<file path="config.mk">
export PLATFORM = sky130hd
export DESIGN_NAME = ita_scan_driver
export DESIGN_NICKNAME = d
export VERILOG_FILES = /design/src/rtl/ita_disp_pkg.sv /design/src/rtl/ita_font_rom.sv /design/src/rtl/ita_scan_driver.sv
export SDC_FILE = /design/constraint.sdc
export NUM_CORES = 1
export LEC_CHECK = 0
export CORE_MARGIN = 2
export CORE_UTILIZATION = 40
export CTS_BUF_LIST = sky130_fd_sc_hd__clkbuf_16
export DETAILED_ROUTE_END_ITERATION = 6
export DONT_BUFFER_PORTS = 1
export HOLD_SLACK_MARGIN = 0.1
export PLACE_DENSITY = 0.63
export SYNTH_ARGS = -nofsm -noshare
export SYNTH_HDL_FRONTEND = slang
export SYNTH_SLANG_ARGS = --single-unit
</file>
<file path="constraint.sdc">
create_clock -name clk -period 6.4 [get_ports clk]
set_input_delay 0.96 -clock clk [delete_from_list [all_inputs] [get_ports clk]]
set_output_delay 0.96 -clock clk [all_outputs]
set_load 0.01 [all_outputs]
</file>
<file path="src/rtl/ita_disp_pkg.sv">
// Shared types, widths and the ASCII -> 14-segment font for the ITA display tile.
// Segment bit order: 0 A, 1 B, 2 C, 3 D, 4 E, 5 F, 6 G1, 7 G2, 8 H, 9 J, 10 K, 11 L, 12 M, 13 N.
// Printable ASCII 0x20..0x7E has a glyph (lower case reuses upper case); anything else is blank.
package ita_disp_pkg;

    localparam int unsigned SEG_W      = 14;
    localparam int unsigned CHAR_W     = 7;
    localparam int unsigned MAX_DIGITS = 16;
    localparam int unsigned IDX_W      = $clog2(MAX_DIGITS);

    localparam logic [SEG_W-1:0]  GLYPH_BLANK = 14'h0000;
    localparam logic [CHAR_W-1:0] CHAR_SPACE  = 7'h20;

    typedef enum logic {PH_BLANK, PH_DRIVE} slot_phase_e;

    function automatic logic [SEG_W-1:0] ascii_to_glyph(input logic [CHAR_W-1:0] ch);
        logic [CHAR_W-1:0] c;
        logic [SEG_W-1:0]  g;
        c = ((ch >= 7'h61) && (ch <= 7'h7A)) ? ch - 7'h20 : ch;
        case (c)
            7'h20: g = 14'h0000;  7'h21: g = 14'h0006;  7'h22: g = 14'h0220;
            7'h23: g = 14'h12CE;  7'h24: g = 14'h12ED;  7'h25: g = 14'h0C24;
            7'h26: g = 14'h235D;  7'h27: g = 14'h0400;  7'h28: g = 14'h2400;
            7'h29: g = 14'h0900;  7'h2A: g = 14'h3FC0;  7'h2B: g = 14'h12C0;
            7'h2C: g = 14'h0800;  7'h2D: g = 14'h00C0;  7'h2E: g = 14'h0800;
            7'h2F: g = 14'h0C00;  7'h30: g = 14'h0C3F;  7'h31: g = 14'h0006;
            7'h32: g = 14'h00DB;  7'h33: g = 14'h008F;  7'h34: g = 14'h00E6;
            7'h35: g = 14'h2069;  7'h36: g = 14'h00FD;  7'h37: g = 14'h0007;
            7'h38: g = 14'h00FF;  7'h39: g = 14'h00EF;  7'h3A: g = 14'h1200;
            7'h3B: g = 14'h0A00;  7'h3C: g = 14'h2400;  7'h3D: g = 14'h00C8;
            7'h3E: g = 14'h0900;  7'h3F: g = 14'h1083;  7'h40: g = 14'h02BB;
            7'h41: g = 14'h00F7;  7'h42: g = 14'h128F;  7'h43: g = 14'h0039;
            7'h44: g = 14'h120F;  7'h45: g = 14'h00F9;  7'h46: g = 14'h0071;
            7'h47: g = 14'h00BD;  7'h48: g = 14'h00F6;  7'h49: g = 14'h1209;
            7'h4A: g = 14'h001E;  7'h4B: g = 14'h2470;  7'h4C: g = 14'h0038;
            7'h4D: g = 14'h0536;  7'h4E: g = 14'h2136;  7'h4F: g = 14'h003F;
            7'h50: g = 14'h00F3;  7'h51: g = 14'h203F;  7'h52: g = 14'h20F3;
            7'h53: g = 14'h00ED;  7'h54: g = 14'h1201;  7'h55: g = 14'h003E;
            7'h56: g = 14'h0C30;  7'h57: g = 14'h2836;  7'h58: g = 14'h2D00;
            7'h59: g = 14'h1500;  7'h5A: g = 14'h0C09;  7'h5B: g = 14'h0039;
            7'h5C: g = 14'h2100;  7'h5D: g = 14'h000F;  7'h5E: g = 14'h0C03;
            7'h5F: g = 14'h0008;  7'h60: g = 14'h0100;  7'h7B: g = 14'h0949;
            7'h7C: g = 14'h1200;  7'h7D: g = 14'h2489;  7'h7E: g = 14'h0520;
            default: g = GLYPH_BLANK;
        endcase
        return g;
    endfunction

endpackage

</file>
<file path="src/rtl/ita_font_rom.sv">
// Registered ASCII -> 14-segment glyph lookup (one cycle latency).
// Ports: clk, rst (async, active-high), ch (ASCII in), glyph (segment pattern out, blank in reset).
module ita_font_rom
    import ita_disp_pkg::*;
(
    input  logic              clk,
    input  logic              rst,
    input  logic [CHAR_W-1:0] ch,
    output logic [SEG_W-1:0]  glyph
);

    logic [SEG_W-1:0] glyph_q, glyph_d;

    always_comb begin
        glyph_d = ascii_to_glyph(ch);
    end

    always_ff @(posedge clk or posedge rst) begin
        if (rst) begin
            glyph_q <= GLYPH_BLANK;
        end else begin
            glyph_q <= glyph_d;
        end
    end

    assign glyph = glyph_q;

endmodule

</file>
<file path="src/rtl/ita_scan_driver.sv">
// Time-multiplexed scan driver for one multi-digit 14-segment tile.
// Characters are written into a shadow buffer; a commit copies shadow -> active at the next frame
// wrap. Each digit slot starts with BLANK cycles of sel=0/segm=0 to hide ghosting and ROM latency.
// Ports: clk, rst (async, active-high); wr_valid/wr_ready/wr_addr/wr_char/wr_commit write side;
//        scroll_en (only with ITA_SCROLL_EN); sel (one-hot digit), segm (segments), frame_tick.
// Build option: define ITA_SCROLL_EN to add the scroll_en port and the marquee offset counter.
module ita_scan_driver
    import ita_disp_pkg::*;
#(
    parameter int unsigned DIGITS = 12,
    parameter int unsigned DIV    = 1000,
    parameter int unsigned BLANK  = 8
`ifdef ITA_SCROLL_EN
    ,
    parameter int unsigned SCROLL_FRAMES = 64
`endif
) (
    input  logic              clk,
    input  logic              rst,
    input  logic              wr_valid,
    output logic              wr_ready,
    input  logic [IDX_W-1:0]  wr_addr,
    input  logic [CHAR_W-1:0] wr_char,
    input  logic              wr_commit,
`ifdef ITA_SCROLL_EN
    input  logic              scroll_en,
`endif
    output logic [DIGITS-1:0] sel,
    output logic [SEG_W-1:0]  segm,
    output logic              frame_tick
);

    localparam int unsigned CNT_W = (DIV > 1) ? $clog2(DIV) : 1;

    logic [CNT_W-1:0]  cnt_q, cnt_d;
    logic [IDX_W-1:0]  idx_q, idx_d;
    logic              pending_q, pending_d;
    logic              frame_tick_q;
    logic [CHAR_W-1:0] shadow_q [DIGITS];
    logic [CHAR_W-1:0] shadow_d [DIGITS];
    logic [CHAR_W-1:0] active_q [DIGITS];
    logic [CHAR_W-1:0] active_d [DIGITS];

    logic              slot_end, wrap, wr_fire, commit_fire;
    logic [IDX_W-1:0]  off, rd_idx;
    logic [IDX_W:0]    rd_sum;
    logic [SEG_W-1:0]  glyph;
    slot_phase_e       phase;

    always_comb begin
        slot_end = (cnt_q == CNT_W'(DIV - 1));
        wrap     = slot_end && (idx_q == IDX_W'(DIGITS - 1));
        cnt_d    = slot_end ? '0 : cnt_q + 1'b1;
        idx_d    = idx_q;
        if (slot_end) begin
            idx_d = wrap ? '0 : idx_q + 1'b1;
        end

        wr_fire     = wr_valid && !pending_q;
        commit_fire = wr_commit && !pending_q;

        // Out-of-range addresses still complete the handshake but store nothing.
        shadow_d = shadow_q;
        if (wr_fire && ({1'b0, wr_addr} < (IDX_W + 1)'(DIGITS))) begin
            shadow_d[wr_addr] = wr_char;
        end

        // Swap uses the registered pending flag, so a commit in the wrap cycle waits a frame.
        active_d  = active_q;
        pending_d = pending_q;
        if (wrap && pending_q) begin
            active_d  = shadow_q;
            pending_d = 1'b0;
        end else if (commit_fire) begin
            pending_d = 1'b1;
        end

        rd_sum = {1'b0, idx_q} + {1'b0, off};
        if (rd_sum >= (IDX_W + 1)'(DIGITS)) begin
            rd_sum = rd_sum - (IDX_W + 1)'(DIGITS);
        end
        rd_idx = rd_sum[IDX_W-1:0];

        phase = (cnt_q < CNT_W'(BLANK)) ? PH_BLANK : PH_DRIVE;
        sel   = '0;
        segm  = GLYPH_BLANK;
        if (phase == PH_DRIVE) begin
            sel  = DIGITS'(1) << idx_q;
            segm = glyph;
        end
    end

    always_ff @(posedge clk or posedge rst) begin
        if (rst) begin
            cnt_q        <= '0;
            idx_q        <= '0;
            pending_q    <= 1'b0;
            frame_tick_q <= 1'b0;
            for (int i = 0; i < DIGITS; i++) begin
                shadow_q[i] <= CHAR_SPACE;
                active_q[i] <= CHAR_SPACE;
            end
        end else begin
            cnt_q        <= cnt_d;
            idx_q        <= idx_d;
            pending_q    <= pending_d;
            frame_tick_q <= wrap;
            shadow_q     <= shadow_d;
            active_q     <= active_d;
        end
    end

    // Looked up every cycle; the value seen after blanking comes from the slot's own digit.
    ita_font_rom u_font_rom (
        .clk   (clk),
        .rst   (rst),
        .ch    (active_q[rd_idx]),
        .glyph (glyph)
    );

`ifdef ITA_SCROLL_EN
    localparam int unsigned FCNT_W = $clog2(SCROLL_FRAMES + 1);

    logic [FCNT_W-1:0] fcnt_q, fcnt_d;
    logic [IDX_W-1:0]  off_q, off_d;
    logic              step;

    always_comb begin
        fcnt_d = fcnt_q;
        off_d  = off_q;
        step   = 1'b0;
        if (wrap && scroll_en) begin
            step   = (fcnt_q == FCNT_W'(SCROLL_FRAMES - 1));
            fcnt_d = step ? '0 : fcnt_q + 1'b1;
        end
        // New text always starts unscrolled.
        if (wrap && pending_q) begin
            off_d = '0;
        end else if (step) begin
            off_d = (off_q == IDX_W'(DIGITS - 1)) ? '0 : off_q + 1'b1;
        end
    end

    always_ff @(posedge clk or posedge rst) begin
        if (rst) begin
            fcnt_q <= '0;
            off_q  <= '0;
        end else begin
            fcnt_q <= fcnt_d;
            off_q  <= off_d;
        end
    end

    assign off = off_q;
`else
    assign off = '0;
`endif

    assign wr_ready   = !pending_q;
    assign frame_tick = frame_tick_q;

endmodule

</file>
== Word level (Yosys, flattened, before mapping) ==
Memories as Yosys holds them, arrays and structs flattened. A register that Yosys moved wholly into a read port is not among the register bits.
Cells that the tools add are included.

* Add/sub/neg operators: 4
* $mul: 0
* Divide/modulo/power cells: 0
* Magnitude comparators: 8
* Equal/unequal tests: 2
* Shift operators: 1
* Muxes and demuxes: 14
* Bitwise gates (word level): 2
* Reductions and logical operators: 9

{| class="wikitable"
|+ Operator list
! kind !! number
|-
| $bwmux 84 || 1
|-
| $bmux 7 s4 || 1
|-
| $demux 7 s4 || 1
|-
| $mux 7 || 4
|-
| $mux 14 || 1
|-
| $mux 12 || 1
|-
| $shl 1x4->12 const A || 1
|-
| $add 10x1->10 const B || 1
|-
| $eq 10x10->1 const B || 1
|-
| $ge 5x5->1 const B || 2
|-
| $lt 10x4->1 const B || 1
|-
| $mux 10 || 1
|-
| $not 4->5 || 2
|-
| $mux 4 || 2
|-
| $ge 7x7->1 const B || 1
|-
| $le 7x7->1 const B || 1
|-
| $logic_and 1x1->1 || 7
|-
| $sub 7x6->7 const B || 1
|-
| $lt 5x1->1 const B || 1
|-
| $add 4x1->4 const B || 1
|-
| $eq 4x4->1 const B || 1
|-
| $ge 4x4->1 const B || 1
|-
| $lt 4x4->1 const B || 1
|-
| $sub 4x4->4 const B || 1
|-
| other kinds (3) || 4
|}

* Flip-flop bits (word level): 184
* Latch bits: 0
* RAM bits: 0
* Memory bits (read-only): 1792
* Input bits: 15
* Output and inout port bits: 28
* Logic and storage cells: 69
* Memories kept: 1

{| class="wikitable"
|+ Memories
! memory !! words !! width !! rd ports !! clocked after memory_dff !! wr ports !! RTL line !! text
|-
| (no name shown) || 128 || 14 || 1 || 1 || 0 || ita_disp_pkg.sv:20 || <nowiki>case (c)</nowiki>
|}

== Logic depth before layout (Yosys ltp) ==
* Depth after elaboration: 9
* Gate-level depth with buffers: 16
* Gate-level depth less buffers: 12

== Modules after synthesis ==
Synthesis repeated with hierarchy kept, for this count alone.

* Cell total of the unflattened synthesis: 794
* Area total of the unflattened synthesis: 9910.8 µm²

{| class="wikitable"
|+ Modules (own cells, without submodules)
! module !! instances !! cells each !! area an instance (µm²)
|-
| ita_scan_driver || 1 || 539 || 8166.6
|-
| ita_font_rom || 1 || 255 || 1744.2
|}

== Least setup slack after synthesis ==
OpenSTA, ideal clock, no wires.

* Path type: reg2reg
* From: register idx_q[0]
* To: register u_font_rom.glyph_q[11], in the netlist u_font_rom.glyph[11]
* Library setup time: 132 ps
* Arrival time: 3226 ps
* Data required time: 6268 ps
* Slack: 3041 ps
* Cell stages (with the launch flop): 14
* Path buffers: 3
* Path through: dfrtp_1 -> buf_2 -> mux4_2 -> a22oi_1 -> and2_1 -> clkbuf_1 -> inv_1 -> buf_2 -> ha_1 -> mux2_2 -> a32o_1 -> a211o_1 -> a32oi_1 -> o32ai_1

* Longest elaborated chain between the ends: 9
* Elaborated cells between the ends (all ways): 12

{| class="wikitable"
|+ RTL lines
! what !! RTL line !! text
|-
| start: declaration || ita_scan_driver.sv:36 || <nowiki>logic [IDX_W-1:0] idx_q, idx_d;</nowiki>
|-
| start signal: assignment || ita_scan_driver.sv:105 || <nowiki>idx_q <= idx_d;</nowiki>
|-
| $sub 4x4->4 / $ge 4x4->1 (equally long branches) || ita_scan_driver.sv:80, ita_scan_driver.sv:79 ||
|-
| $mux 4 (*) || ita_scan_driver.sv:79 || <nowiki>if (rd_sum >= (IDX_W + 1)'(DIGITS)) begin</nowiki>
|-
| $not 4->5 (implied by the code) (*) || ita_scan_driver.sv:117 || <nowiki>.ch (active_q[rd_idx]),</nowiki>
|-
| $bmux 7 s4 (*) || ita_scan_driver.sv:117 ||
|-
| $mux 7 (implied by the code) (*) (2 in a row) || ita_scan_driver.sv:117 ||
|-
| $ge 7x7->1 / $le 7x7->1 (equally long branches) || ita_disp_pkg.sv:19 || <nowiki>c = ((ch >= 7'h61) && (ch <= 7'h7A)) ? ch - 7'h20 : ch;</nowiki>
|-
| $logic_and 1x1->1 || ita_disp_pkg.sv:19 ||
|-
| $mux 7 (*) || ita_disp_pkg.sv:19 ||
|-
| end: declaration || ita_font_rom.sv:12 || <nowiki>logic [SEG_W-1:0] glyph_q, glyph_d;</nowiki>
|}

Mark *: on every way between the ends. The rest lies on a longest branch, timed or not. The select of a mux whose other input is x is not followed.
A chain may end at the register's enable or synchronous reset.

== Final worst setup path ==
* From: register idx_q[0]
* To: register u_font_rom.glyph_q[5], in the netlist u_font_rom.glyph[5]

The elaborated chain is that of the path after synthesis.

==> flow_summary_export.csv <==
group,metric,value,unit
global_route,gr-usage-all-layers,18.4,%
clock_tree,htree_levels,4,
setup_path,r2r_cells,11,
setup_path,cpMaxStageDelayCell,"mux2i_1",
clock_tree,cts_sinks,198,
placement,place_hpwl,15600,um
timing,relSlewSlack,34.0,%
synth,syn_area,9970,um^2
setup_path,worst_setup_path_endpoint,"u_font_rom.glyph[5]$_DFF_PP0_",
power_and_ir_drop,p_per_area,220,nW/um^2
worst_hold_path,min_path_type,"reg -> reg",
timing,rsz0062_at_grt,"false",
route,vias,6571,
global_route,overflow,0,
timing,clock.fmax,0.221,GHz
global_route,antenna_found_initial,0,
route,ant_nets,0,
setup_path,crit_type,"reg -> reg",
cells_and_area,diodes,0,
cells_and_area,finalNonFillerCells,1136,
cells_and_area,nets,829,
synth,synthArstFlopShare,100,%
clock_tree,hold_buffers,0,
synth,synth_fp_nets,855,
die,die_h,162,um
route,drt_iter0_markers,554,
placement,dp_cells,1104,
timing,slew_violations,0,
clock_tree,clock_path_buffers,2,
synth,synthFlopType,"dfrtp_1",
timing,finalCriticalPeriod,4.52,ns
setup_path,timing.rr.end,"u_font_rom.glyph[5]$_DFF_PP0_",
global_route,grt_pass1_wl,37400,um
timing,fin_setup_tns,0,ns
timing,worst_pin_slew,0.962,ns
clock_tree,cts_repair_resize_count,0,
placement,port_buffers,0,
setup_path,cp_cell_sequence,"buf_4 > mux4_2 > o21ai_0 > and2_1 > inv_1 > ha_1 > o2111a_1 > o221ai_2 > mux2i_1 > o21bai_1 > o211ai_1",
clock_tree,cts_tree,"done",
die,die_x,162,um
flow_run,cap_violations,0,
clock_tree,post_cts_buffers,0,
die,num_rows,57,
timing,finalClockSkew,0.0147,ns
synth,yosysUniqueCellTypes,69,
setup_path,ff2ff_setup_slack,1.88,ns
die,core-area,24400,um^2
power_and_ir_drop,totalPowerFinal,2.38,mW
run_status,violations,"design-rule violations",
die,initial_core_util,40.9,%
timing,fin_crit_sh,70.7,%
route,drc,8,
clock_tree,root_buffer,"clkbuf_16",
route,routed_wl,23000,um
timing,hold_viol_final,0,
setup_path,slowest_delay,0.85,ns
setup_path,critPathArrivalTime,4.82,ns
synth,synth_edf_count,0,
synth,yosysSeqAreaShare,50.0,%
synth,yosysWarningCount,0,
cells_and_area,layout-drive-gt1-share,34.2,%
synth,synth_cells,825,
global_route,grt_max_degree,136,
die,ioPinCount,43,
synth,syn_area_per_cell,12.1,um^2
global_route,grt_pass1_vias,6498,
placement,gp_congestion,0.921,
clock_tree,path_clk_slew,0.07,ns
setup_path,cp_max_fo,14,
setup_path,cp.required,6.70,ns
run_status,status,"complete, but fails checks",
cells_and_area,synthToLayoutAreaGrowth,8.59,%
power_and_ir_drop,p_leak,5.00,nW
clock_tree,clock_latency,0.44,ns
synth,ys_ff_latch,198,
route,drt_pass1_iterations,7,
setup_path,critPathLaunchType,"flip-flop",
setup_path,worstSetupEndpointType,"flip-flop",
route,post_drt_wl_per_cell,20.3,um
timing,setup_viol,0,
power_and_ir_drop,ir_drop,140,uV
die,dieArea,26200,um^2
clock_tree,cts_inserted_buffers,17,
setup_path,cp-startpoint,"idx_q[0]$_DFFE_PP0P_",
setup_path,timing.rr.start,"idx_q[0]$_DFFE_PP0P_",
route,viasPerCell,5.78,
sequential cells by signal (all words and copies together), names as in the netlist:
register          count
pending_q             1
u_font_rom.glyph     14
idx_q                 4
frame_tick            1
shadow_q             84
cnt_q                10
active_q             84
logic make-up after synthesis:
| family | share of synthesized area [%] |
|---|---|
| AOI/OAI and AO/OA | 10.0 |
| xor gates and xnor gates | 0.702 |
| adders and majority gates | 1.88 |
| buffers and inverters | 2.87 |
| DFF | 50.0 |
| muxes | 25.7 |
| and+or+nand+nor | 8.84 |
synth_stat cells (all sizes together) (2+ instances only):
library cell	count	area [um^2]
ha	15	188
nor4bb	2	20.0
dfstp	24	631
a22oi	7	52.6
o22a	2	17.5
xor2	4	35.0
nand4	3	18.8
a211oi	6	57.6
o211ai	7	57.6
clkinv	2	7.51
nor2	48	185
and3	8	50.1
o22ai	13	81.3
mux2i	9	93.8
o221ai	2	23.8
a311oi	4	35.0
a32oi	2	17.5
dfrtp	174	4350
a21oi	31	155
xnor2	4	35.0
nand3	13	70.1
a211o	3	26.3
a32o	4	40.0
and2	21	131
o21ai	27	139
mux2	173	1950
mux4	23	518
nor2b	5	31.3
buf	14	83.8
o32ai	3	33.8
a221o	2	20.0
nand2	65	244
a31oi	11	68.8
a221oi	2	17.5
o21bai	2	15.0
a21boi	3	22.5
clkbuf	42	158
inv	10	37.5
o21a	5	37.5
or2	5	31.3
nor3	10	50.1
nand2b	3	18.8
worst max-delay path, delay by kind of cell (launching register included):
| kind | cells | cell delay (ns) |
|---|---|---|
| muxes | 2 | 1.39 |
| AOI/OAI and AO/OA | 5 | 0.92 |
| DFF | 1 | 0.70 |
| buffers and inverters | 2 | 0.67 |
| adders and majority gates | 1 | 0.39 |
| and+or+nand+nor | 1 | 0.32 |
through the flow:
| step | setup slack (ns) | instance area [um^2] | hold WS (ns) | util (%) |
|---|---|---|---|---|
| detailed placement | 1.93 | 10200 | 0.482 | 42.0 |
| finish | 1.88 | 10800 | 0.490 | 44.4 |
| global placement | 1.95 | 10200 | 0.477 | 42.0 |
| floorplan | 0.0824 | 9970 | 0.455 | - |
| CTS | 1.90 | 10800 | 0.492 | 44.4 |
| global route | 1.54 | 10800 | 0.514 | 44.4 |
report_power, final:
| group | switching, mW | leakage, nW | internal, mW |
|---|---|---|---|
| clock network | 0.508 | 0.284 | 0.553 |
| registers | 0.00716 | 2.65 | 1.27 |
| logic | 0.0274 | 2.07 | 0.0135 |
layout by cell type, fill, tap and decap left out, drive strengths merged, types with 17 or more instances in the layout:
cell / n
dfstp: 24
and2: 21
o21ai: 27
clkbuf: 17
nand2: 65
mux4: 23
mux2: 173
a21oi: 31
nor2: 48
dfrtp: 174
how the worst min path moves through the flow:
| stage | from | endpoint | slack, ns | depth (start not counted) |
|---|---|---|---|---|
| after floorplan | cnt_q[0]$_DFF_PP0_ | cnt_q[0]$_DFF_PP0_ | 0.45 | 1 |
| after global placement | cnt_q[0]$_DFF_PP0_ | cnt_q[0]$_DFF_PP0_ | 0.48 | 1 |
| after detailed placement | cnt_q[0]$_DFF_PP0_ | cnt_q[0]$_DFF_PP0_ | 0.48 | 1 |
| after CTS | cnt_q[0]$_DFF_PP0_ | cnt_q[0]$_DFF_PP0_ | 0.49 | 1 |
| after global routing | shadow_q[70]$_DFFE_PP0P_ | shadow_q[70]$_DFFE_PP0P_ | 0.51 | 1 |
| final | cnt_q[0]$_DFF_PP0_ | cnt_q[0]$_DFF_PP0_ | 0.49 | 1 |
final cells by class:
cell class,instances,area (um^2)
clock buffers,17,425
clock inverters,15,166
fillers,2236,13600
inverters,12,52.6
multi-input cells,559,4710
flip-flops and latches,198,4980
well taps,324,405
repair buffers,11,82.6
per-layer routing:
metal	global-route usage, %	wire length [um]	up-vias
li1	-	-	2975
met3	3.96	1580	36
met2	27.8	10400	255
met4	5.43	340	0
met1	26.6	10700	3305
met5	0	0	-
Note: power is estimated with default switching activity, not from simulation.
